$ cat config.mk
export PLATFORM = sky130hd
export DESIGN_NAME = step_sequence_ctrl
export DESIGN_NICKNAME = d
export VERILOG_FILES = /design/src/rtl/step_sequence_ctrl.sv
export SDC_FILE = /design/constraint.sdc
export NUM_CORES = 1
export LEC_CHECK = 0
export BUFFER_PORTS_ARGS = -buffer_cell sky130_fd_sc_hd__buf_2
export CAP_MARGIN = 20
export CORE_UTILIZATION = 50
export DETAILED_ROUTE_END_ITERATION = 12
export GPL_ROUTABILITY_DRIVEN = 0
export GPL_TIMING_DRIVEN = 0
export PLACE_DENSITY_LB_ADDON = 0.05
export RECOVER_POWER = 25
export SLEW_MARGIN = 15
export SYNTH_ARGS = -nofsm -noshare
export SYNTH_HDL_FRONTEND = slang
export SYNTH_SLANG_ARGS = --single-unit
export TNS_END_PERCENT = 5
$ cat constraint.sdc
create_clock -name clk -period 1.8 [get_ports clk]
set_input_delay 0.09 -clock clk [delete_from_list [all_inputs] [get_ports clk]]
set_output_delay 0.09 -clock clk [all_outputs]
set_load 0.1 [all_outputs]
$ cat src/rtl/step_sequence_ctrl.sv
// Step sequencer that restarts a non-recycling counter once per step.
// Optional STEP_PAUSE_EN adds a pause input that freezes the WAIT_DONE watchdog.
module step_sequence_ctrl #(
    parameter int NUM_STEPS  = 5,
    parameter int STEP_W     = 3,
    parameter int CLR_CYCLES = 2,
    parameter int TIMEOUT    = 200,
    parameter int WD_W       = 8
) (
    input  logic              clk,
    input  logic              clrn,
    input  logic              start,
    input  logic              abort,
    input  logic              cnt_done,
`ifdef STEP_PAUSE_EN
    input  logic              pause,
`endif
    output logic              cnt_clr,
    output logic [STEP_W-1:0] step,
    output logic              busy,
    output logic              finished,
    output logic              err
);

    localparam int CLR_W = (CLR_CYCLES > 1) ? $clog2(CLR_CYCLES) : 1;

    typedef enum logic [2:0] {
        S_IDLE,
        S_RESTART,
        S_WAIT,
        S_ADVANCE,
        S_FINISH,
        S_ERROR
    } state_t;

    state_t            state_q, state_d;
    logic [STEP_W-1:0] step_q, step_d;
    logic [WD_W-1:0]   wdog_q, wdog_d;
    logic [CLR_W-1:0]  clr_cnt_q, clr_cnt_d;
    logic              first_q, first_d;

    logic paused;
    logic done_ok;
    logic wd_hit;
    logic last_step;
    logic clr_last;

`ifdef STEP_PAUSE_EN
    assign paused = pause;
`else
    assign paused = 1'b0;
`endif

    // The first WAIT_DONE cycle hides the counter's release latency.
    assign done_ok   = cnt_done && !first_q && !paused;
    assign wd_hit    = (wdog_q == WD_W'(TIMEOUT - 1)) && !paused;
    assign last_step = (step_q == STEP_W'(NUM_STEPS - 1));
    assign clr_last  = (clr_cnt_q == CLR_W'(CLR_CYCLES - 1));

    always_comb begin
        state_d   = state_q;
        step_d    = step_q;
        wdog_d    = wdog_q;
        clr_cnt_d = clr_cnt_q;
        first_d   = first_q;

        if (abort && state_q != S_IDLE) begin
            state_d = S_IDLE;
            step_d  = '0;
        end else begin
            unique case (state_q)
                S_IDLE: begin
                    if (start && !abort) begin
                        state_d   = S_RESTART;
                        step_d    = '0;
                        clr_cnt_d = '0;
                    end
                end
                S_RESTART: begin
                    wdog_d  = '0;
                    first_d = 1'b1;
                    if (clr_last) begin
                        state_d = S_WAIT;
                    end else begin
                        clr_cnt_d = clr_cnt_q + CLR_W'(1);
                    end
                end
                S_WAIT: begin
                    first_d = 1'b0;
                    if (!paused) begin
                        wdog_d = wdog_q + WD_W'(1);
                    end
                    // Done beats a simultaneous watchdog hit.
                    if (done_ok) begin
                        state_d = S_ADVANCE;
                    end else if (wd_hit) begin
                        state_d = S_ERROR;
                    end
                end
                S_ADVANCE: begin
                    if (last_step) begin
                        state_d = S_FINISH;
                    end else begin
                        step_d    = step_q + STEP_W'(1);
                        clr_cnt_d = '0;
                        state_d   = S_RESTART;
                    end
                end
                S_FINISH: begin
                    state_d = S_IDLE;
                end
                S_ERROR: begin
                    state_d = S_ERROR;
                end
                default: begin
                    state_d = S_IDLE;
                end
            endcase
        end
    end

    always_ff @(posedge clk or negedge clrn) begin
        if (!clrn) begin
            state_q   <= S_IDLE;
            step_q    <= '0;
            wdog_q    <= '0;
            clr_cnt_q <= '0;
            first_q   <= 1'b0;
        end else begin
            state_q   <= state_d;
            step_q    <= step_d;
            wdog_q    <= wdog_d;
            clr_cnt_q <= clr_cnt_d;
            first_q   <= first_d;
        end
    end

    assign cnt_clr  = (state_q != S_WAIT);
    assign step     = step_q;
    assign busy     = (state_q == S_RESTART) || (state_q == S_WAIT) ||
                      (state_q == S_ADVANCE);
    assign finished = (state_q == S_FINISH);
    assign err      = (state_q == S_ERROR);

endmodule

==> report_table.html, run 1 <==
<table>
<tr><th>Metric</th><th>Value</th></tr>
<tr><th colspan="2">Timing</th></tr>
<tr><td>Relative slew slack</td><td>42.0%</td></tr>
<tr><td>Pins over their slew limit</td><td>0</td></tr>
<tr><td>Number of setup violations in the final report</td><td>0</td></tr>
<tr><td>Worst-case clock skew</td><td>between 0.5 and 0.6 ps</td></tr>
<tr><td>Total negative setup slack</td><td>0 ps</td></tr>
<tr><td>Period utilization</td><td>approximately 92%</td></tr>
<tr><td>Time the final worst path needs with I/O delays and setup</td><td>around 1700 ps</td></tr>
<tr><td>Worst-margin pin slew</td><td>871 ps</td></tr>
<tr><td>RSZ-0062 raised after global routing</td><td>false</td></tr>
<tr><td>Max Clk Rate</td><td>between 600 and 700 MHz</td></tr>
<tr><td>Number of hold violations in the final report</td><td>0</td></tr>
<tr><th colspan="2">Clock tree</th></tr>
<tr><td>H-tree levels</td><td>1</td></tr>
<tr><td>Setup bufs post-CTS</td><td>0</td></tr>
<tr><td>Clock sink total</td><td>16</td></tr>
<tr><td>Count of instances resized after the clock tree is built</td><td>0</td></tr>
<tr><td>Maximum clock insertion buffer count</td><td>2</td></tr>
<tr><td>CTS Buf Count</td><td>3</td></tr>
<tr><td>Clock slew seen by the registers of the worst setup and hold paths</td><td>100 ps</td></tr>
<tr><td>Hold_buf cts</td><td>1</td></tr>
<tr><td>Clock Tree Root</td><td>sky130_fd_sc_hd__clkbuf_4</td></tr>
<tr><td>Clk_lat worst skew</td><td>between 200 and 300 ps</td></tr>
<tr><td>TritonCTS clock tree</td><td>built</td></tr>
<tr><th colspan="2">Synthesis</th></tr>
<tr><td>Post-synthesis async set-or-reset flop share</td><td>100%</td></tr>
<tr><td>Number of enable flip-flop cells after synthesis</td><td>0</td></tr>
<tr><td>Syn Nets</td><td>around 110</td></tr>
<tr><td>Leading area contributor after synthesis</td><td>sky130_fd_sc_hd__dfrtp_1</td></tr>
<tr><td>Register area share after synthesis</td><td>42.0%</td></tr>
<tr><td>Synth top cells by count</td><td>sky130_fd_sc_hd__dfrtp_1, sky130_fd_sc_hd__o21ai_0, sky130_fd_sc_hd__nand2_1</td></tr>
<tr><td>Cells after Synth</td><td>103</td></tr>
<tr><td>Area share of the largest cell type after synthesis</td><td>42.0%</td></tr>
<tr><td>Yosys warning count</td><td>0</td></tr>
<tr><td>Main synth FF type</td><td>sky130_fd_sc_hd__dfrtp_1</td></tr>
<tr><td>Most repeated cell in the gate-level netlist after synthesis</td><td>sky130_fd_sc_hd__dfrtp_1</td></tr>
<tr><td>Synthesized flop and latch total</td><td>16</td></tr>
<tr><td>Unique masters post-synth</td><td>36</td></tr>
<tr><td>Combined area of all synthesized cells</td><td>952 µm²</td></tr>
<tr><td>Synthesized area per cell</td><td>9.24 µm²</td></tr>
<tr><td>Cell types with the largest area share after synthesis</td><td>sky130_fd_sc_hd__dfrtp_1, sky130_fd_sc_hd__o21ai_0, sky130_fd_sc_hd__ha_1, sky130_fd_sc_hd__nand2_1, sky130_fd_sc_hd__a21oi_1</td></tr>
<tr><th colspan="2">Cells and area</th></tr>
<tr><td>Flip-flop and latch area</td><td>400 µm²</td></tr>
<tr><td>Number of non-filler instances in the completed layout</td><td>~140</td></tr>
<tr><td>Syn-to-layout area delta</td><td>14.2%</td></tr>
<tr><td>Multi-input gate area</td><td>between 500 and 600 µm²</td></tr>
<tr><td>Core Util, Final</td><td>61.6%</td></tr>
<tr><td>Net count reported at finish</td><td>128</td></tr>
<tr><td>Share of post-route cells with drive strength above 1</td><td>18.5%</td></tr>
<tr><td>Diodes inserted</td><td>0</td></tr>
<tr><td>Final std cell area, no fill</td><td>between 1000 and 1500 µm²</td></tr>
<tr><td>Fill cells</td><td>180</td></tr>
<tr><th colspan="2">Power and ir drop</th></tr>
<tr><td>Leakage dissipation</td><td>0.000500 µW</td></tr>
<tr><td>Peak supply drop</td><td>between 600 and 700 µV</td></tr>
<tr><td>Pwr Total</td><td>1410 µW</td></tr>
<tr><td>Cell Pwr Density</td><td>roughly 1300 nW/µm²</td></tr>
<tr><td>Switching part of the total power</td><td>46.5%</td></tr>
<tr><td>Clk pwr share</td><td>17.6%</td></tr>
<tr><td>Proportion of power drawn by flip-flops and latches</td><td>36.9%</td></tr>
<tr><td>Switching pwr</td><td>between 600 and 700 µW</td></tr>
<tr><td>P_int</td><td>753 µW</td></tr>
<tr><td>Gate power share</td><td>45.5%</td></tr>
<tr><th colspan="2">Global routing</th></tr>
<tr><td>Number of antenna violations at the first check in global routing</td><td>0</td></tr>
<tr><td>GRT Total Usage</td><td>24.0%</td></tr>
<tr><td>M2 GR Usage</td><td>35.4%</td></tr>
<tr><td>Busiest layer in global routing</td><td>met1</td></tr>
<tr><td>Met1 capacity usage during global routing</td><td>35.5%</td></tr>
<tr><td>Via count of the first global-routing pass</td><td>between 700 and 800</td></tr>
<tr><td>Met3 track demand over resource</td><td>3.57%</td></tr>
<tr><td>Grt ovf</td><td>0</td></tr>
<tr><td>Maximum number of pins on one net before global-route repair</td><td>17</td></tr>
<tr><td>First-pass GRT wire length</td><td>3580 µm</td></tr>
<tr><th colspan="2">Hold path</th></tr>
<tr><td>Path category of the worst min-delay check</td><td>in2reg</td></tr>
<tr><td>Worst hold path cell count</td><td>4</td></tr>
<tr><td>Hold path start</td><td>start</td></tr>
<tr><td>Worst Hold Path EP</td><td>clr_cnt_q$_DFFE_PN0P_</td></tr>
<tr><th colspan="2">Drt</th></tr>
<tr><td>DRT iter0 DRCs</td><td>16</td></tr>
<tr><td>Pre-Repair DR Iteration Count</td><td>4</td></tr>
<tr><td>Wire length per cell after detailed routing</td><td>14.2 µm</td></tr>
<tr><td>Detail Route Antenna Nets</td><td>0</td></tr>
<tr><td>DRC violation count after routing</td><td>0</td></tr>
<tr><td>Vias per cell</td><td>between 5 and 6</td></tr>
<tr><td>Routed wire length</td><td>2050 µm</td></tr>
<tr><td>Routed via count</td><td>830</td></tr>
<tr><th colspan="2">Place</th></tr>
<tr><td>Post-place instance area</td><td>1040 µm²</td></tr>
<tr><td>Buffers added on ports</td><td>11</td></tr>
<tr><td>Post-Place Cells</td><td>approximately 140</td></tr>
<tr><td>DP HPWL</td><td>1450 µm</td></tr>
<tr><th colspan="2">Critical path</th></tr>
<tr><td>CP startpoint kind</td><td>flop</td></tr>
<tr><td>Reg-to-reg endpoint</td><td>step[2]$_DFFE_PN0P_</td></tr>
<tr><td>Worst-case reg-to-reg path depth</td><td>5</td></tr>
<tr><td>Start of the worst register-to-register path</td><td>state_q[1]$_DFFE_PN0P_</td></tr>
<tr><td>Critical path data arrival time</td><td>1870 ps</td></tr>
<tr><td>Setup crit end kind</td><td>flop</td></tr>
<tr><td>Critical path required time</td><td>2020 ps</td></tr>
<tr><td>Flop2flop setup slack</td><td>140 ps</td></tr>
<tr><td>Crit path max fanout</td><td>10</td></tr>
<tr><td>Setup Crit Path Kind</td><td>reg2reg</td></tr>
<tr><th colspan="2">Die</th></tr>
<tr><td>DIE WIDTH</td><td>45.6 µm</td></tr>
<tr><td>Starting density of the core</td><td>54.0%</td></tr>
<tr><td>Placeable core region</td><td>1760 µm²</td></tr>
<tr><td>Site row count</td><td>15</td></tr>
<tr><td>Die Area</td><td>2080 µm²</td></tr>
<tr><td>Vert. Die Dim</td><td>45.6 µm</td></tr>
<tr><td>Total I/O pin count</td><td>12</td></tr>
<tr><th colspan="2">Outcome</th></tr>
<tr><td>Status</td><td>complete, no violations</td></tr>
<tr><th colspan="2">Job</th></tr>
<tr><td>MaxCap Viol Count</td><td>0</td></tr>
</table>
-- worst max path at each step --
stage / from / end
after global routing: state_q[1]$_DFFE_PN0P_ / step[2]$_DFFE_PN0P_
after global placement: state_q[2]$_DFFE_PN0P_ / wdog_q[7]$_DFFE_PN0P_
after floorplan: state_q[0]$_DFFE_PN0P_ / finished
after CTS: state_q[1]$_DFFE_PN0P_ / busy
final: state_q[1]$_DFFE_PN0P_ / step[2]$_DFFE_PN0P_
after detailed placement: state_q[1]$_DFFE_PN0P_ / step[2]$_DFFE_PN0P_
-- worst max-delay path: stages (launching register included) --
cell	delay, ps
sky130_fd_sc_hd__dfrtp_1	420
sky130_fd_sc_hd__buf_4	190
sky130_fd_sc_hd__inv_1	110
sky130_fd_sc_hd__nor4_1	540
sky130_fd_sc_hd__o21ai_0	210
sky130_fd_sc_hd__o21ai_0	110
-- area by class of cell --
class	instances	share of cell area [%]
multi-input cells	77	46.5
flip-flops and latches	16	36.8
repair buffers	12	5.87
clock buffers	4	3.34
well taps	25	2.88
inverters	7	2.42
plain buffers	3	2.19
-- power groups by stage --
stage	Sequential, µW	Clock, µW	Combinational, µW
after global placement	524	0	628
final	520	247	641
after floorplan	541	0	495
after CTS	520	247	640
after global routing	533	260	701
after detailed placement	527	0	633
-- cells in the final DEF (no fill, tap or decap), drive strengths merged, types with 2 or more instances in the layout --
master	count
ha	3
xor2	2
a21oi	6
nand4	3
dfrtp	16
clkbuf	5
nor2b	3
o21ai	14
inv	7
and3	3
o21bai	2
nand2	10
nand2b	2
nor4b	2
nand3	6
nor2	4
buf	13
nor4	2
nor3	3
-- cell families (layout without fill, tap and decap cells) --
logic type	Yosys count	count (layout)	share of synthesized area, %
fa+ha+maj	3	3	3.94
flops	16	16	42.0
xor+xnor	2	2	1.84
simple gates	41	41	27.6
compound gates	31	31	19.3
buf+inv	10	26	5.26
-- per-stage QoR --
step | hold WS (ps) | worst slack (ps)
after floorplan | -206 | -150
after global placement | 26.9 | 286
after detailed placement | 27.4 | 221
after CTS | 214 | 141
after global routing | 275 | 44.0
final | 225 | 143
-- state kept, by name, summed over array words and instances, names as in the netlist --
register	flops
clr_cnt_q	1
step	3
wdog_q	8
state_q	3
first_q	1
-- layer usage --
metal | vias up | share of wire, %
met5 | - | 0
met4 | 0 | 0.59
met3 | 2 | 4.5
met2 | 23 | 46
met1 | 400 | 49
li1 | 405 | -
Power figures use the tool's default switching activity.
==> run 2: changes to the inputs <==
--- a/config.mk
+++ b/config.mk
@@ -7,7 +7,7 @@
 export LEC_CHECK = 0
 export BUFFER_PORTS_ARGS = -buffer_cell sky130_fd_sc_hd__buf_2
 export CAP_MARGIN = 20
-export CORE_UTILIZATION = 50
+export CORE_UTILIZATION = 53
 export DETAILED_ROUTE_END_ITERATION = 12
 export GPL_ROUTABILITY_DRIVEN = 0
 export GPL_TIMING_DRIVEN = 0
==> run 2 against run 1 <==
  * Sequential cell count did not move
  * Die area fell by 5.4%
  * Core utilization rose by 6.5 points
  * Total power barely moved
  * Hold slack got worse by 21 ps
  * Via count did not move
  * First-iteration DRC count rose by 69%
  * Critical path type is now reg2out
  * Critical endpoint is now busy
  * Largest cell class unchanged
==> report_table.html, run 2 (same netlist as run 1, synthesis figures left out) <==
<table>
<tr><th>Metric</th><th>Value</th></tr>
<tr><th colspan="2">Outcome</th></tr>
<tr><td>Status</td><td>complete, no violations</td></tr>
<tr><th colspan="2">Cells and area</th></tr>
<tr><td>Syn-to-layout area delta</td><td>14.1%</td></tr>
<tr><td>Most common cell after layout, fill and taps aside</td><td>sky130_fd_sc_hd__dfrtp_1</td></tr>
<tr><td>Commonest cells after routing, fill and taps aside</td><td>sky130_fd_sc_hd__dfrtp_1, sky130_fd_sc_hd__o21ai_0, sky130_fd_sc_hd__buf_2</td></tr>
<tr><td>Largest register FFs</td><td>8 (unchanged)</td></tr>
<tr><td>Number of non-filler instances in the completed layout</td><td>143 (-0.69%)</td></tr>
<tr><td>Diodes inserted</td><td>0 (unchanged)</td></tr>
<tr><td>Core Util, Final</td><td>68.1% (+6.5 points)</td></tr>
<tr><td>Fill cells</td><td>135 (-25%)</td></tr>
<tr><td>Share of post-route cells with drive strength above 1</td><td>18.5% (unchanged)</td></tr>
<tr><td>Top register by number of flip-flops</td><td>wdog_q</td></tr>
<tr><td>Net count reported at finish</td><td>128 (unchanged)</td></tr>
<tr><th colspan="2">Die</th></tr>
<tr><td>DIE WIDTH</td><td>44.4 µm (-2.7%)</td></tr>
<tr><td>Starting density of the core</td><td>59.7% (+5.8 points)</td></tr>
<tr><td>Placeable core region</td><td>1590 µm² (-9.6%)</td></tr>
<tr><td>Die Area</td><td>1970 µm² (-5.4%)</td></tr>
<tr><td>Site row count</td><td>14 (-1)</td></tr>
<tr><td>Total I/O pin count</td><td>12 (unchanged)</td></tr>
<tr><td>Vert. Die Dim</td><td>44.4 µm (-2.7%)</td></tr>
<tr><th colspan="2">Drt</th></tr>
<tr><td>Detail Route Antenna Nets</td><td>0 (unchanged)</td></tr>
<tr><td>Wire length per cell after detailed routing</td><td>14.0 µm (-1.2%)</td></tr>
<tr><td>Routed via count</td><td>830 (unchanged)</td></tr>
<tr><td>Pre-Repair DR Iteration Count</td><td>4 (unchanged)</td></tr>
<tr><td>DRC violation count after routing</td><td>0 (unchanged)</td></tr>
<tr><td>DRT iter0 DRCs</td><td>27 (+11)</td></tr>
<tr><td>Vias per cell</td><td>5.80 (+0.70%)</td></tr>
<tr><td>Routed wire length</td><td>2010 µm (-1.9%)</td></tr>
<tr><th colspan="2">Hold path</th></tr>
<tr><td>Path category of the worst min-delay check</td><td>in2reg</td></tr>
<tr><td>Worst Hold Path EP</td><td>clr_cnt_q$_DFFE_PN0P_</td></tr>
<tr><td>Worst hold path cell count</td><td>4 (unchanged)</td></tr>
<tr><td>Hold path start</td><td>start</td></tr>
<tr><th colspan="2">Power and ir drop</th></tr>
<tr><td>P_int</td><td>752 µW (-0.11%)</td></tr>
<tr><td>Switching part of the total power</td><td>46.6% (+0.076 points)</td></tr>
<tr><td>Switching pwr</td><td>657 µW (+0.19%)</td></tr>
<tr><td>Peak supply drop</td><td>786 µV (+22%)</td></tr>
<tr><td>Pwr Total</td><td>1410 µW (about the same)</td></tr>
<tr><td>Leakage dissipation</td><td>0.000500 µW (unchanged)</td></tr>
<tr><td>Clk pwr share</td><td>16.9% (-0.7 points)</td></tr>
<tr><td>Gate power share</td><td>45.8% (+0.3 points)</td></tr>
<tr><td>Proportion of power drawn by flip-flops and latches</td><td>37.3% (+0.4 points)</td></tr>
<tr><td>Cell Pwr Density</td><td>1300 nW/µm² (+0.14%)</td></tr>
<tr><th colspan="2">Critical path</th></tr>
<tr><td>Reg-to-reg endpoint</td><td>step[2]$_DFFE_PN0P_</td></tr>
<tr><td>Setup Crit Path Kind</td><td>reg2out</td></tr>
<tr><td>Critical path required time</td><td>1710 ps (-310 ps)</td></tr>
<tr><td>Start of the worst register-to-register path</td><td>state_q[1]$_DFFE_PN0P_</td></tr>
<tr><td>Setup crit end kind</td><td>output pin</td></tr>
<tr><td>Worst-case reg-to-reg path depth</td><td>5 (unchanged)</td></tr>
<tr><td>Flop2flop setup slack</td><td>230 ps (+90 ps)</td></tr>
<tr><td>Critical path data arrival time</td><td>1550 ps (-320 ps)</td></tr>
<tr><td>CP startpoint kind</td><td>flop</td></tr>
<tr><td>Crit path max fanout</td><td>10 (unchanged)</td></tr>
<tr><th colspan="2">Timing</th></tr>
<tr><td>Time the final worst path needs with I/O delays and setup</td><td>1640 ps (-15.6 ps)</td></tr>
<tr><td>Worst-margin pin slew</td><td>878 ps (+7.67 ps)</td></tr>
<tr><td>Number of hold violations in the final report</td><td>0 (unchanged)</td></tr>
<tr><td>Pins over their slew limit</td><td>0 (unchanged)</td></tr>
<tr><td>Number of setup violations in the final report</td><td>0 (unchanged)</td></tr>
<tr><td>Worst-case clock skew</td><td>1.91 ps (+1.35 ps)</td></tr>
<tr><td>Worst-case setup margin in the final layout</td><td>159 ps (+15.6 ps)</td></tr>
<tr><td>Relative slew slack</td><td>41.4% (-0.51 points)</td></tr>
<tr><td>Max Clk Rate</td><td>609 MHz (+0.95%)</td></tr>
<tr><td>Hold slack</td><td>205 ps (-20.6 ps)</td></tr>
<tr><td>RSZ-0062 raised after global routing</td><td>false</td></tr>
<tr><td>Period utilization</td><td>91.2% (-0.86 points)</td></tr>
<tr><th colspan="2">Global routing</th></tr>
<tr><td>Grt ovf</td><td>0 (unchanged)</td></tr>
<tr><td>Maximum number of pins on one net before global-route repair</td><td>17 (unchanged)</td></tr>
<tr><td>Via count of the first global-routing pass</td><td>745 (-5.1%)</td></tr>
<tr><td>First-pass GRT wire length</td><td>3430 µm (-4.2%)</td></tr>
<tr><td>Number of antenna violations at the first check in global routing</td><td>0 (unchanged)</td></tr>
<tr><td>GRT Total Usage</td><td>24.0% (-0.036 points)</td></tr>
<tr><th colspan="2">Job</th></tr>
<tr><td>MaxCap Viol Count</td><td>0 (unchanged)</td></tr>
<tr><th colspan="2">Place</th></tr>
<tr><td>Placement Setup Slack</td><td>278 ps (+57.1 ps)</td></tr>
<tr><td>Post-Place Cells</td><td>138 (-0.72%)</td></tr>
<tr><td>DP HPWL</td><td>1490 µm (+2.6%)</td></tr>
<tr><td>Buffers added on ports</td><td>11 (unchanged)</td></tr>
<tr><th colspan="2">Clock tree</th></tr>
<tr><td>Clock sink total</td><td>16 (unchanged)</td></tr>
<tr><td>Clock Tree Root</td><td>sky130_fd_sc_hd__clkbuf_4</td></tr>
<tr><td>CTS Buf Count</td><td>3 (unchanged)</td></tr>
<tr><td>Clk_lat worst skew</td><td>280 ps (about the same)</td></tr>
<tr><td>Clock slew seen by the registers of the worst setup and hold paths</td><td>100 ps (about the same)</td></tr>
<tr><td>TritonCTS clock tree</td><td>built</td></tr>
<tr><td>Setup bufs post-CTS</td><td>0 (unchanged)</td></tr>
<tr><td>H-tree levels</td><td>1 (unchanged)</td></tr>
<tr><td>Maximum clock insertion buffer count</td><td>2 (unchanged)</td></tr>
</table>
==> run 2: metrics by stage <==
stage,setup TNS [ps],area (µm²)
floorplan,-1030,956
global placement,0,1040
detailed placement,0,1040
CTS,0,1090
global route,0,1090
finish,0,1090
==> run 2: worst max-delay path, cell delays in order (launching register included) <==
cell and delay (ps):
sky130_fd_sc_hd__dfrtp_1 420, sky130_fd_sc_hd__buf_4 180, sky130_fd_sc_hd__inv_1 110, sky130_fd_sc_hd__a21oi_2 120, sky130_fd_sc_hd__buf_2 430
==> run 2: cell type report <==
class                   instances  area [µm²]  area share, %
flip-flops and latches         16         400           36.9
inverters                       7        26.3           2.42
well taps                      24        30.0           2.76
plain buffers                   3        23.8           2.19
repair buffers                 12        63.8           5.88
clock buffers                   4        36.3           3.34
multi-input cells              77         505           46.5
==> run 2: power groups by stage <==
stage | Combinational [µW] | Clock (µW) | Sequential [µW]
after CTS | 642 | 248 | 522
final | 644 | 238 | 526
after global placement | 624 | 0 | 524
after floorplan | 495 | 0 | 541
after global routing | 695 | 265 | 535
after detailed placement | 640 | 0 | 529
==> run 2: how the worst max path moves through the flow <==
stage / endpoint / from / cells past startpoint
floorplan: finished / state_q[0]$_DFFE_PN0P_ / 2
detailed placement: step[2]$_DFFE_PN0P_ / state_q[1]$_DFFE_PN0P_ / 5
global route: step[2]$_DFFE_PN0P_ / state_q[1]$_DFFE_PN0P_ / 5
finish: busy / state_q[1]$_DFFE_PN0P_ / 4
global placement: wdog_q[7]$_DFFE_PN0P_ / state_q[2]$_DFFE_PN0P_ / 5
CTS: busy / state_q[1]$_DFFE_PN0P_ / 4
==> run 2: what timing repair did <==
item / in CTS / in global routing
hold buffers: 1 / 0
endpoints found under the hold margin: 16 / 0
gates resized for setup: 0 / 0
==> run 2: routing by layer <==
layer / share of wire, % / GRT usage (%)
met1: 50 / 35.9
met2: 44 / 36.2
met3: 4.8 / 3.67
met4: 1.1 / 7.27
met5: 0 / 0
